File: src/rtl/rbk_grp_pkg.sv
// rbk_grp_pkg: shared encodings for the Rubik ping-pong group scheduler.
package rbk_grp_pkg;
  localparam int NUM_GRP = 2;
  localparam int STATUS_W = 2;
  localparam int CNT_W = 16;
  typedef enum logic [1:0] {GRP_IDLE = 2'd0, GRP_RUNNING = 2'd1, GRP_PENDING = 2'd2} grp_st_t;
  typedef enum logic {S_IDLE = 1'b0, S_BUSY = 1'b1} fsm_st_t;
endpackage

File: src/rtl/rbk_grp_slot.sv
// rbk_grp_slot: per-group IDLE/PENDING/RUNNING state with op_en error detection.
module rbk_grp_slot
  import rbk_grp_pkg::*;
(
  input  logic    nvdla_core_clk,
  input  logic    nvdla_core_rst,
  input  logic    wr,
  input  logic    launch,
  input  logic    done,
  output grp_st_t st,
  output logic    op_en,
  output logic    err
);
  grp_st_t st_nx;
  // a re-arm landing on the retire cycle goes straight back to PENDING
  always_comb st_nx = done ? (wr ? GRP_PENDING : GRP_IDLE) :
                      launch ? GRP_RUNNING :
                      (wr && st == GRP_IDLE) ? GRP_PENDING : st;
  always_ff @(posedge nvdla_core_clk) begin
    if (nvdla_core_rst) begin
      st  <= GRP_IDLE;
      err <= 1'b0;
    end else begin
      st  <= st_nx;
      err <= wr && st != GRP_IDLE && !done;
    end
  end
  assign op_en = st != GRP_IDLE;
endmodule

File: src/rtl/rbk_grp_sched.sv
// rbk_grp_sched: strict-alternation launch/retire controller for the two Rubik register groups.
module rbk_grp_sched #(
  parameter int NUM_GRP  = rbk_grp_pkg::NUM_GRP,
  parameter int STATUS_W = rbk_grp_pkg::STATUS_W,
  parameter int CNT_W    = rbk_grp_pkg::CNT_W
) (
  input  logic                nvdla_core_clk,
  input  logic                nvdla_core_rst,
  input  logic                op_en_wr,
  input  logic                op_en_grp,
  input  logic                dp_ready,
  input  logic                op_done,
  output logic                consumer,
  output logic [STATUS_W-1:0] status_0,
  output logic [STATUS_W-1:0] status_1,
  output logic                grp0_op_en,
  output logic                grp1_op_en,
  output logic                op_launch,
  output logic                op_launch_grp,
  output logic [NUM_GRP-1:0]  done_intr,
  output logic                op_en_err,
  output logic [CNT_W-1:0]    layer_cnt
);
  import rbk_grp_pkg::*;
  fsm_st_t state, state_nx;
  grp_st_t st [NUM_GRP];
  logic [NUM_GRP-1:0] op_en, err;
  logic launch_go, done_go;
  always_comb begin
    launch_go = state == S_IDLE && st[consumer] == GRP_PENDING && dp_ready;
    done_go   = state == S_BUSY && op_done;
    state_nx  = launch_go ? S_BUSY : done_go ? S_IDLE : state;
  end
  for (genvar g = 0; g < NUM_GRP; g++) begin : g_slot
    rbk_grp_slot u_slot (
      .nvdla_core_clk (nvdla_core_clk),
      .nvdla_core_rst (nvdla_core_rst),
      .wr             (op_en_wr && op_en_grp == 1'(g)),
      .launch         (launch_go && consumer == 1'(g)),
      .done           (done_go && consumer == 1'(g)),
      .st             (st[g]),
      .op_en          (op_en[g]),
      .err            (err[g])
    );
  end
  always_ff @(posedge nvdla_core_clk) begin
    if (nvdla_core_rst) begin
      state         <= S_IDLE;
      consumer      <= 1'b0;
      op_launch     <= 1'b0;
      op_launch_grp <= 1'b0;
      done_intr     <= '0;
      layer_cnt     <= '0;
    end else begin
      state     <= state_nx;
      op_launch <= launch_go;
      if (launch_go) op_launch_grp <= consumer;
      done_intr <= done_go ? NUM_GRP'(1) << consumer : '0;
      layer_cnt <= layer_cnt + CNT_W'(done_go);
      consumer  <= consumer ^ done_go;
    end
  end
  assign status_0   = STATUS_W'(st[0]);
  assign status_1   = STATUS_W'(st[1]);
  assign grp0_op_en = op_en[0];
  assign grp1_op_en = op_en[1];
  assign op_en_err  = |err;
endmodule

File: config.mk
export PLATFORM = sky130hd
export DESIGN_NAME = rbk_grp_sched
export DESIGN_NICKNAME = d
export VERILOG_FILES = /design/src/rtl/rbk_grp_pkg.sv /design/src/rtl/rbk_grp_slot.sv /design/src/rtl/rbk_grp_sched.sv
export SDC_FILE = /design/constraint.sdc
export NUM_CORES = 1
export LEC_CHECK = 0
export CAP_MARGIN = 20
export CELL_PAD_IN_SITES_DETAIL_PLACEMENT = 1
export CELL_PAD_IN_SITES_GLOBAL_PLACEMENT = 1
export CORE_MARGIN = 2
export CORE_UTILIZATION = 34
export DETAILED_ROUTE_END_ITERATION = 12
export PLACE_DENSITY_LB_ADDON = 0.1
export REMOVE_ABC_BUFFERS = 1
export SYNTH_ARGS = -nofsm -noshare
export SYNTH_HDL_FRONTEND = slang
export SYNTH_SLANG_ARGS = --single-unit
File: constraint.sdc
create_clock -name nvdla_core_clk -period 2.4 [get_ports nvdla_core_clk]
set_input_delay 0.72 -clock nvdla_core_clk [delete_from_list [all_inputs] [get_ports nvdla_core_clk]]
set_output_delay 0.72 -clock nvdla_core_clk [all_outputs]
set_load 0.05 [all_outputs]
==> results of run 1 <==
worst paths after layout:
check,end,depth (start not counted),slack [ns],start
min,op_launch_grp$_SDFFE_PP0N_,2,0.48,op_launch_grp$_SDFFE_PP0N_
min reg2reg,op_launch_grp$_SDFFE_PP0N_,2,0.48,op_launch_grp$_SDFFE_PP0N_
max,layer_cnt[12],1,0.09,layer_cnt[12]$_SDFF_PP0_
max reg2reg,layer_cnt[12]$_SDFF_PP0_,7,0.72,state$_SDFFE_PP0P_
layout by cell type, fill, tap and decap left out, types with 3 or more instances in the layout:
cell,count
a21oi_1,7
and4_1,3
buf_4,11
clkbuf_4,3
clkdlybuf4s50_1,27
dfxtp_1,28
dlygate4sd2_1,3
dlymetal6s2s_1,3
inv_1,3
nand2_1,9
nand3_1,8
nand4_1,4
nor2_1,15
nor2b_1,4
nor3b_1,3
or2_2,4
xnor2_1,5
xor2_1,6
cells by family after synthesis:
group                      count (synthesis)
buffers and inverters                      8
AOI/OAI and AO/OA                         12
DFF                                       28
adders and majority gates                  2
muxes                                      1
xor gates and xnor gates                  11
and+or+nand+nor                           64
metal layers:
layer | GRT usage | vias up
met5 | 0 | -
li1 | - | 523
met2 | 0.239 | 17
met3 | 0.0217 | 4
met1 | 0.206 | 498
met4 | 0.0667 | 0
sequential cells by signal (all words and copies together) (netlist names):
signal,count
g_slot.u_slot.st,4
layer_cnt,16
done_intr,2
state,1
consumer,1
op_launch,1
g_slot.u_slot.err,2
op_launch_grp,1
through the flow:
stage	instances	hold WS [ns]
3_3_place_gp	211	0.448
6_report	215	0.481
3_5_place_dp	211	0.466
5_1_grt	215	0.530
4_1_cts	215	0.493
2_1_floorplan	121	0.490
final cells by class:
class / instances / area share
multi-input combinational: 90 / 0.337
inverter: 3 / 0.00680
clock inverter: 1 / 0.0181
sequential: 28 / 0.338
timing repair buffer: 44 / 0.252
clock buffer: 3 / 0.0136
tap: 46 / 0.0347
report_power, final:
part / switching [uW] / total [uW] / internal, uW
combinational: 56.3 / 89.5 / 33.2
clock: 135 / 304 / 169
sequential: 5.66 / 477 / 472
==> results.yml, run 1 <==
yosys:
  synth.most_common_cell: "dfxtp_1"
  yosysTopAreaCell: "dfxtp_1"
  synthMuxAreaShare: 0.00977
  synth_area_um2: 1150
  ys_warn_count: 0
  synthAdderAreaFrac: 0.0217
  ys_ff_latch: 28
  avgSynthCellArea_um2: 9.15
  synth-compound-area-share: 0.0608
  synth_area_leaders: "dfxtp_1 49%, nor2_1 4.9%, xor2_1 4.6%"
  ys_seq_area_frac: 0.486
  synth_edf_count: 0
  synth-simple-area-share: 0.308
  postSynthCellCount: 126
  async_flop_share: 0
  synth_xor_area_frac: 0.0836
  ys.flop_type: "dfxtp_1"
  synthTopCellsByCount: "28 x dfxtp_1, 15 x nor2_1, 9 x nand2_1"
  synth_top_area_share: 0.486
  synth_top_family_by_area: "simple AND/OR/NAND/NOR gates"
  yosys.cell_types.count: 31
layout:
  utilization: 0.504
  fin_nets: 178
  fill_cells: 399
  multi_input_area_um2: 558
  antenna_cells: 0
  final_layout_size_suffix_gt1_frac: 0.124
  fin_area_um2: 1660
  syn_to_final_growth_pct: 43.8
  regArea_um2: 561
route:
  drt-total-wl_um: 2760
  route.met2.wl_um: 1210
  ant_nets: 0
  first_pass_iters: 4
  drc_errors: 0
  vias_per_cell: 4.85
  met1_length_um: 1420
  drt-initial-drc-count: 22
  met3WireLength_um: 76
  wl_per_cell_um: 12.8
  top_layer: "met4"
  vias: 1042
timing:
  rsz0062_at_grt: "false"
  min_period_ns: 2.31
  fmax_ghz: 0.433
  setup_viol: 0
  final_max_slew_viol_count: 0
  setup_tns_ns: 0
  worst_pin_slew_ns: 0.514
  finClkSkew_ns: 0.00397
  max_slew_margin: 0.653
  layout_setup_ws_ns: 0.0896
  hold_violations: 0
  post-route-period-util: 0.963
placed_design:
  gp_congestion: 0.710
  dpl_cell_area_um2: 1600
  io_buffers: 33
  hpwl_um: 2120
  preCtsSetupSlack_ns: -0.0652
pwr:
  p_leak_uw: 0.000684
  ir_worst_vdd_mv: 0.229
  power_uw: 871
  p_per_area_nw_per_um2: 526
clock_network:
  cts.sinks: 28
  postCtsSetupRepairBufs: 0
  clk_latency_ns: 0.32
  path_clk_slew_ns: 0.15
  cts-hold-fix-buffers: 0
  cts_resized: 3
  cts_buffers: 3
  clockRootBuffer: "clkbuf_4"
  tritoncts: "yes"
  cts_buffer_depth: 2
  htree_levels: 1
worst_setup_path:
  critPathMaxFanout: 4
  cp-start-kind: "register"
  critical_path.top_delay_family: "buffers and inverters"
  crit_path_top_delay_cell: "clkdlybuf4s50_1"
  crit_chain: "clkdlybuf4s50_1"
  slowest_delay_ns: 0.83
  critical_path_class: "register to output port"
  path_buf_inv: 1
  arrival_ns: 1.59
  crit_path_end_kind: "output port"
  worstPathRequired_ns: 1.68
floorplan:
  coreArea_um2: 3280
  die_area_um2: 3870
  io-pin-count: 34
  die_w_um: 62.2
  chipHeight_um: 62.2
  start_util: 0.351
  rows: 21
global_routing:
  grt_pass1_wl_um: 4700
  first_global_vias: 1041
  grt_overflow: 0
  grt_max_degree: 17
  antenna_found_initial: 0
  grt_usage: 0.151
run:
  cap_violations: 0
run_status:
  outcome: "finished, final reports clean"
min_path:
  min_path_type: "register to register"
No activity file was read; power rests on OpenSTA's default activity.
==> run 2: changes to the inputs <==
--- a/config.mk
+++ b/config.mk
@@ -13,6 +13,7 @@
 export DETAILED_ROUTE_END_ITERATION = 12
 export PLACE_DENSITY_LB_ADDON = 0.1
 export REMOVE_ABC_BUFFERS = 1
+export SKIP_LAST_GASP = 1
 export SYNTH_ARGS = -nofsm -noshare
 export SYNTH_HDL_FRONTEND = slang
 export SYNTH_SLANG_ARGS = --single-unit
==> results of run 2 <==
The final DEF is identical to that of run 1; final timing and power are the same.
==> run 3: changes to the inputs <==
--- a/config.mk
+++ b/config.mk
@@ -12,7 +12,6 @@
 export CORE_UTILIZATION = 34
 export DETAILED_ROUTE_END_ITERATION = 12
 export PLACE_DENSITY_LB_ADDON = 0.1
-export REMOVE_ABC_BUFFERS = 1
 export SKIP_LAST_GASP = 1
 export SYNTH_ARGS = -nofsm -noshare
 export SYNTH_HDL_FRONTEND = slang
==> run 3 against run 2 <==
Against the previous run:
- routed wire length increased by 0.87%
- clock skew about the same
- die area unchanged
- final area decreased by 1.5%
- flip-flop and latch count unchanged
- combinational power increased by 3.0%
- clock power decreased by 25%
- sequential power about the same
- clock-buffer cell count increased by 1
- critical path type unchanged
- critical endpoint is now layer_cnt[7]
- largest power group unchanged
==> results.yml, run 3 (synthesis results as in run 1) <==
pwr:
  seqPwrFrac: 0.598
  power_uw: 798
  p_leak_uw: 0.000699
  p_int_uw: 600
  netSwitchingPower_uw: 198
  swShare: 0.248
  comb_power_share: 0.116
  ir_worst_vdd_mv: 0.471
  power_frac_clock: 0.287
  p_per_area_nw_per_um2: 489
floorplan:
  die_area_um2: 3870
  io-pin-count: 34
  die_w_um: 62.2
  chipHeight_um: 62.2
  start_util: 0.351
  coreArea_um2: 3280
  rows: 21
yosys:
  syn-num-nets: 134
min_path:
  min_path_type: "register to register"
  min_path_cells: 2
worst_setup_path:
  arrival_ns: 1.59
  crit_path_top_delay_cell: "clkdlybuf4s50_1"
  worstPathRequired_ns: 1.68
  critical_path.top_delay_family: "buffers and inverters"
  critical_path_class: "register to output port"
  slowest_delay_ns: 0.83
  cp-start-kind: "register"
  ff2ff_path_depth: 4
  path_buf_inv: 1
  critical_path_depth: 1
  critPathMaxFanout: 5
  crit_chain: "clkdlybuf4s50_1"
  crit_path_end_kind: "output port"
timing:
  setup_viol: 0
  rsz0062_at_grt: "false"
  min_period_ns: 2.31
  max_slew_margin: 0.659
  worst_pin_slew_ns: 0.509
  setup_tns_ns: 0
  fmax_ghz: 0.432
  hold_violations: 0
  final_max_slew_viol_count: 0
  finClkSkew_ns: 0.00360
  post-route-period-util: 0.964
layout:
  fin_nets: 176
  final_common_cell: "dfxtp_1"
  final_layout_size_suffix_gt1_frac: 0.114
  antenna_cells: 0
  utilization: 0.497
  syn_to_final_growth_pct: 41.6
  regMostFlops: "layer_cnt"
  largest_reg_flops: 16
  largestRegisters: "layer_cnt (16), g_slot.u_slot.st (4)"
  most-common-layout-cells: "28 x dfxtp_1, 26 x clkdlybuf4s50_1, 15 x nor2_1"
  fill_cells: 378
route:
  drt-total-wl_um: 2780
  ant_nets: 0
  vias_per_cell: 4.84
  vias: 1030
  drc_errors: 0
  wl_per_cell_um: 13.1
  first_pass_iters: 4
  drt-initial-drc-count: 24
placed_design:
  gp_congestion: 0.761
  hpwl_um: 2170
  io_buffers: 33
run:
  cap_violations: 0
global_routing:
  grt_usage: 0.155
  antenna_found_initial: 0
  grt.met2_usage: 0.257
  grt_busiest_layer: "met2"
  grt_overflow: 0
  grt_pass1_wl_um: 4810
  grt_max_degree: 18
  first_global_vias: 1042
  globalRouteMet1Util: 0.198
  use_met3: 0.0417
clock_network:
  path_clk_slew_ns: 0.15
  postCtsSetupRepairBufs: 0
  tritoncts: "yes"
  clk_latency_ns: 0.33
  cts_buffer_depth: 2
  cts_buffers: 3
  htree_levels: 1
  clockRootBuffer: "clkbuf_4"
  cts.sinks: 28
run_status:
  outcome: "finished, final reports clean"
[run 3: cell types whose count changed in the layout (fill, tap and decap cells not counted), sizes merged]
cell           previous run  this run
dlymetal6s2s              3         5
buf                      11         9
dlygate4sd2               3         2
clkdlybuf4s50            27        26
bufinv                    1         0
clkbuf                    3         4
[run 3: final timing paths]
path                               from                         end  slack, ns
max             layer_cnt[7]$_SDFF_PP0_                layer_cnt[7]       0.09
min          op_launch_grp$_SDFFE_PP0N_  op_launch_grp$_SDFFE_PP0N_       0.48
max reg2reg     layer_cnt[2]$_SDFF_PP0_    layer_cnt[15]$_SDFF_PP0_       0.75
min reg2reg  op_launch_grp$_SDFFE_PP0N_  op_launch_grp$_SDFFE_PP0N_       0.48
[run 3: area by class of cell]
type / count / area (um2) / share of cell area
Inverter: 3 / 11.3 / 0.00690
Sequential cell: 28 / 561 / 0.344
Clock buffer: 4 / 36.3 / 0.0222
Multi-Input combinational cell: 90 / 558 / 0.342
Timing Repair Buffer: 42 / 408 / 0.250
Tap cell: 46 / 57.6 / 0.0353
[run 3: routing by layer]
metal,up-vias,part of all wire
met3,4,0.045
met1,482,0.48
met2,22,0.46
li1,522,-
met5,-,0
met4,0,0.014
[run 3: power by group through the flow]
stage,Combinational [uW],Clock (uW),Sequential (uW)
after floorplan,37.7,0,505
after global placement,93.8,0,487
after detailed placement,95.6,0,487
after CTS,93.4,243,477
after global routing,98.3,271,479
final,92.2,229,477
[run 3: per-stage QoR]
| step | instance area [um2] | std cells | worst slack [ns] | hold WS, ns |
|---|---|---|---|---|
| floorplan | 1150 | 126 | 0.355 | 0.496 |
| global placement | 1590 | 209 | 0.0328 | 0.451 |
| detailed placement | 1590 | 209 | -0.0763 | 0.458 |
| CTS | 1620 | 213 | 0.0166 | 0.482 |
| global route | 1630 | 213 | 0.00900 | 0.508 |
| finish | 1630 | 213 | 0.0865 | 0.477 |
[run 3: worst register-to-register path: cells and delay by family, from the launching register on]
family | cells | cell delay [ns]
flip-flops | 1 | 0.46
multiplexers | 1 | 0.38
AND/OR/NAND/NOR | 3 | 0.73
[run 3: timing repair]
item                                    in CTS  in global routing
hold buffers                                 0                  0
cloned                                       0                  0
gates resized for setup                      2                  5
endpoints found under the setup margin       2                  5
